**config.mk**
```make
export PLATFORM = sky130hd
export DESIGN_NAME = free_list
export DESIGN_NICKNAME = d
export VERILOG_FILES = /design/src/rtl/card_mem_pkg.sv /design/src/rtl/free_list.sv
export SDC_FILE = /design/constraint.sdc
export NUM_CORES = 1
export LEC_CHECK = 0
export CAP_MARGIN = 20
export CORE_UTILIZATION = 35
export CTS_CLUSTER_SIZE = 28
export DETAILED_ROUTE_END_ITERATION = 8
export GPL_TIMING_DRIVEN = 0
export MAX_ROUTING_LAYER = met4
export PLACE_DENSITY = 0.69
export RECOVER_POWER = 50
export SLEW_MARGIN = 20
export SYNTH_ARGS = -nofsm -noshare
export SYNTH_HDL_FRONTEND = slang
export SYNTH_SLANG_ARGS = --single-unit
export TNS_END_PERCENT = 10
```
**constraint.sdc**
```tcl
create_clock -name clock -period 1.8 [get_ports clock]
set_clock_uncertainty 0.05 [all_clocks]
set_input_delay 0.36 -clock clock [delete_from_list [all_inputs] [get_ports clock]]
set_output_delay 0.36 -clock clock [all_outputs]
set_load 0.005 [all_outputs]
```
**src/rtl/card_mem_pkg.sv**
```systemverilog
// Shared layout of the card-list RAM: widths, node word fields and the null address.
// Used by the allocator, free_list and the list operators.
package card_mem_pkg;

  localparam int unsigned ADDR_W    = 10;
  localparam int unsigned DATA_W    = 32;
  localparam int unsigned ALLOC_BIT = 31;
  localparam int unsigned NEXT_LSB  = 0;
  localparam int unsigned NEXT_MSB  = 9;
  localparam int unsigned VALUE_LSB = 20;
  localparam int unsigned VALUE_MSB = 25;

  localparam logic [ADDR_W-1:0] NULL_ADDR = '0;

  // One card node word as stored in RAM.
  typedef struct packed {
    logic                         alloc;
    logic [ALLOC_BIT-VALUE_MSB-2:0] rsvd_hi;
    logic [VALUE_MSB-VALUE_LSB:0] value;
    logic [VALUE_LSB-NEXT_MSB-2:0] rsvd_lo;
    logic [NEXT_MSB-NEXT_LSB:0]   next;
  } card_node_t;

  function automatic logic node_allocated(input logic [DATA_W-1:0] word);
    return word[ALLOC_BIT];
  endfunction

  function automatic logic [ADDR_W-1:0] node_next(input logic [DATA_W-1:0] word);
    return ADDR_W'(word[NEXT_MSB:NEXT_LSB]);
  endfunction

endpackage

```
**src/rtl/free_list.sv**
```systemverilog
// Walks a linked list of card nodes and zeroes each node word, releasing it.
// Aborts with error on a node that is already free or when the node budget runs out.
module free_list
  import card_mem_pkg::*;
#(
  parameter int unsigned MAX_NODES = 1023
) (
  input  logic              clock,
  input  logic              resetn,
  input  logic              enable,
  input  logic [ADDR_W-1:0] head_addr,
  output logic              finished_freeing,
  output logic [ADDR_W-1:0] freed_count,
  output logic              error,
  output logic [ADDR_W-1:0] ram_address,
  output logic              ram_clock,
  output logic [DATA_W-1:0] ram_data,
  output logic              ram_wren,
  input  logic [DATA_W-1:0] ram_q
);

  typedef enum logic [2:0] {
    ST_IDLE  = 3'd0,
    ST_RD    = 3'd1,
    ST_WAIT  = 3'd2,
    ST_CHECK = 3'd3,
    ST_WR    = 3'd4,
    ST_DONE  = 3'd5
  } state_t;

  localparam logic [ADDR_W-1:0] MAX_CNT = ADDR_W'(MAX_NODES);

  state_t            state, state_d;
  logic [ADDR_W-1:0] cur, cur_d;
  logic [ADDR_W-1:0] nxt, nxt_d;
  logic [ADDR_W-1:0] freed_count_d;
  logic              error_d;
  logic              finished_d;
  logic [ADDR_W-1:0] ram_address_d;
  logic              ram_wren_d;
  logic [ADDR_W-1:0] count_inc;

  card_node_t node;
  logic       unused_node_bits;

  assign ram_clock = clock;
  assign ram_data  = '0;
  assign node      = card_node_t'(ram_q);
  assign count_inc = freed_count + ADDR_W'(1);
  assign unused_node_bits = ^{node.rsvd_hi, node.value, node.rsvd_lo};

  // State and datapath registers.
  always_ff @(posedge clock or negedge resetn) begin
    if (!resetn) begin
      state            <= ST_IDLE;
      cur              <= NULL_ADDR;
      nxt              <= NULL_ADDR;
      freed_count      <= '0;
      error            <= 1'b0;
      finished_freeing <= 1'b1;
      ram_address      <= NULL_ADDR;
      ram_wren         <= 1'b0;
    end else begin
      state            <= state_d;
      cur              <= cur_d;
      nxt              <= nxt_d;
      freed_count      <= freed_count_d;
      error            <= error_d;
      finished_freeing <= finished_d;
      ram_address      <= ram_address_d;
      ram_wren         <= ram_wren_d;
    end
  end

  // Next-state and next-register values.
  always_comb begin
    state_d       = state;
    cur_d         = cur;
    nxt_d         = nxt;
    freed_count_d = freed_count;
    error_d       = error;
    finished_d    = finished_freeing;
    ram_address_d = ram_address;
    ram_wren_d    = ram_wren;

    unique case (state)
      ST_IDLE: begin
        if (enable) begin
          cur_d         = head_addr;
          freed_count_d = '0;
          error_d       = 1'b0;
          finished_d    = 1'b0;
          state_d       = (head_addr == NULL_ADDR) ? ST_DONE : ST_RD;
        end
      end

      ST_RD: begin
        ram_address_d = cur;
        ram_wren_d    = 1'b0;
        state_d       = ST_WAIT;
      end

      ST_WAIT: begin
        state_d = ST_CHECK;
      end

      // An unallocated node means it was already released: abort without writing.
      ST_CHECK: begin
        if (!node_allocated(ram_q)) begin
          error_d = 1'b1;
          state_d = ST_DONE;
        end else begin
          nxt_d      = node_next(ram_q);
          ram_wren_d = 1'b1;
          state_d    = ST_WR;
        end
      end

      ST_WR: begin
        ram_wren_d    = 1'b0;
        freed_count_d = count_inc;
        if (nxt == NULL_ADDR) begin
          state_d = ST_DONE;
        end else if (count_inc == MAX_CNT) begin
          error_d = 1'b1;
          state_d = ST_DONE;
        end else begin
          cur_d   = nxt;
          state_d = ST_RD;
        end
      end

      // Hold here until enable drops so a held request frees only once.
      ST_DONE: begin
        finished_d = 1'b1;
        if (!enable) state_d = ST_IDLE;
      end

      default: state_d = ST_IDLE;
    endcase
  end

endmodule

```
==> results.ini <==
[outcome]
outcome = complete, but fails checks
violations = negative setup slack

[timing]
fin_ws_ns = -0.08436
setup_viol = 10
slew_viol_final = 0
finalHoldViolations = 0
rsz0062_at_grt = true
maxSlewHeadroom = 0.3372
min_period_ns = 1.884
tns_ns = -0.6307
worst_slew_pin_slew_ns = 0.9942
post-route-period-util = 1.047
fmax_mhz = 530.7
fin_hold_ws_ns = 0.4648

[job]
max-cap-violations = 0

[hold_path]
hp-class = flip-flop to flip-flop
whs_path_depth = 1

[power]
p_leak_nw = 1.621
vdd.ir_drop.worst_v = 0.0006146
totalPowerFinal_mw = 4.801
p_per_area_mw_per_mm2 = 1334

[placement]
hpwl_um = 4433
portBuffers = 47
dpl.cell_count = 429
place_worst_setup_slack_ns = -0.5875
gp_congestion = 0.8539
place_area_mm2 = 0.003306

[drt]
drt-met1-wl_um = 2849
via_per_inst = 4.921
dr_wl_met3_um = 414
drt-initial-drc-count = 120
first_pass_iters = 4
vias = 2229
ant_nets = 0
post_drt_wl_per_cell_um = 14.09
remaining_drc_errors = 0
top_layer_used = met4
met2WireLength_um = 2970
routed_wl_um = 6381

[logic_synthesis]
synth_edf_count = 0
synth-seq-cells = 46
syn_area_per_cell_um2 = 10.17
ys_types = 38
synth_ff_type = dfrtp_1
ys_warn_count = 0
syn_area_mm2 = 0.002584
yosys.area.top_type = dfrtp_1
async_flop_share = 1.000
synth_area_leaders = dfrtp_1 44%, buf_4 9.6%, mux2_2 8.7%
yosysSeqAreaShare = 0.4460
synthCells = 254
synth_top_area_frac = 0.4358

[cells_and_area]
synthToLayoutAreaGrowth_pct = 39.32
stdcell_area_mm2 = 0.003600
final_cells = 453
regArea_mm2 = 0.001159
num_antenna_cells = 0
final_layout_size_suffix_gt1_frac = 0.3025
multi_input_area_mm2 = 0.001271
final_util = 0.5184
n_fill_cell = 640
final_nets = 403

[global_routing]
grt_pass1_vias = 2022
grt_max_degree = 30
grt_pass1_wl_um = 10010
grt_usage = 0.1770
antenna_found_initial = 0
overflow = 0

[die]
die_area_mm2 = 0.007730
num_io_pins = 101
die_w_um = 87.92
fp.coreArea_mm2 = 0.006944
rows = 30
die_y_um = 87.92
start_util = 0.3721

[worst_setup_path]
critPathCaptureType = flip-flop
r2r_cells = 8
crit_type = flip-flop to flip-flop
crit_arrival_ns = 2.17
crit_fanout = 5
crit_required_ns = 2.08
worst_setup_path_start_kind = flip-flop

[clock_tree]
clk_latency_ns = 0.41
tritoncts = built
path_clk_slew_ns = 0.09

## registers in the layout (all words and copies together), names as in the netlist
name and flops:
cur 10, freed_count 10, nxt 10, ram_address 10, state 3, error 1
finished_freeing 1, ram_wren 1
## synthesized netlist by cell type, types with 2 or more instances
master,count
nor4_4,2
a21oi_1,24
xnor2_1,2
a31oi_1,4
ha_1,2
nand4b_1,2
and2_1,2
nand2_1,14
buf_2,8
dfrtp_1,45
buf_4,33
xor2_1,2
nand4_1,6
a21o_1,2
mux2_2,20
or4_1,2
nor2_1,13
nor2b_1,2
clkbuf_1,4
nor4_1,2
a211oi_1,2
nand3_1,4
a22o_1,10
o21ai_0,20
inv_1,4
mux2i_1,11
## cells by family (layout without fill, tap and decap cells)
kind of cell | after synthesis | in the layout | share of synthesized area
adders and majority gates | 2 | 2 | 0.009684
AOI/OAI and AO/OA | 65 | 65 | 0.1521
and+or+nand+nor | 53 | 53 | 0.1167
xor gates and xnor gates | 4 | 4 | 0.01356
buffers and inverters | 52 | 124 | 0.1307
other | 1 | 32 | 0.001451
muxes | 31 | 31 | 0.1298
DFF | 46 | 46 | 0.4460
## critical path: stages (launching register included)
cell and delay [ns]:
dfrtp_2 0.46, inv_2 0.08, ha_4 0.15, nand3_4 0.07, or3_4 0.39, o31ai_4 0.07, a21o_1 0.21, buf_6 0.16
mux2i_1 0.18
## placed cells by master (no fill, tap or decap), types with 3 or more instances in the layout
cell	n
nand4_1	6
o21ai_0	19
mux2_2	20
clkbuf_8	8
nand2_1	14
nor2_1	13
buf_4	45
inv_1	3
a21oi_1	24
mux2i_1	11
dfrtp_2	5
a31oi_1	4
buf_6	3
dfrtp_1	40
clkbuf_1	3
dlygate4sd2_1	4
conb_1	32
buf_2	9
nand3_1	3
a22o_1	10
clkdlybuf4s50_1	40
## final cells by class
| cell class | instances | area share |
|---|---|---|
| multi-input combinational | 187 | 0.3531 |
| sequential | 46 | 0.3219 |
| timing repair buffer | 60 | 0.1575 |
| buffer | 48 | 0.09141 |
| tap | 96 | 0.03337 |
| clock buffer | 9 | 0.03267 |
| clock inverter | 3 | 0.005909 |
| inverter | 4 | 0.004171 |
## power by group
group	total, mW	internal, mW	switching, mW
combinational	2.13	1.16	0.969
clock	0.887	0.467	0.419
sequential	1.79	1.46	0.331
total	4.80	3.08	1.72
## metal layers
layer,up-vias,track usage
met5,-,-
met4,0,0.07303
met3,19,0.02828
met2,102,0.2636
met1,1062,0.2392
li1,1046,-
## path summary, 6_finish.rpt
kind,from,endpoint,slack [ns]
worst max-delay path,freed_count[0],cur[6],-0.08
worst min-delay path,ram_address[1],ram_address[1],0.46
min in group asynchronous,resetn,freed_count[1],0.57
max in group asynchronous,resetn,finished_freeing,0.14
worst min register to register,ram_address[1],ram_address[1],0.46
worst max register to register,freed_count[0],cur[6],-0.08
## timing repair
action | in CTS | in global routing
endpoints found under the hold margin | 17 | 0
endpoints found under the setup margin | 27 | 23
hold buffers | 1 | 0
setup buffers | 9 | 2
resized for setup | 29 | 6
cloned | 1 | 0
pin swaps | 4 | 3
(Power assumes the default switching activity.)
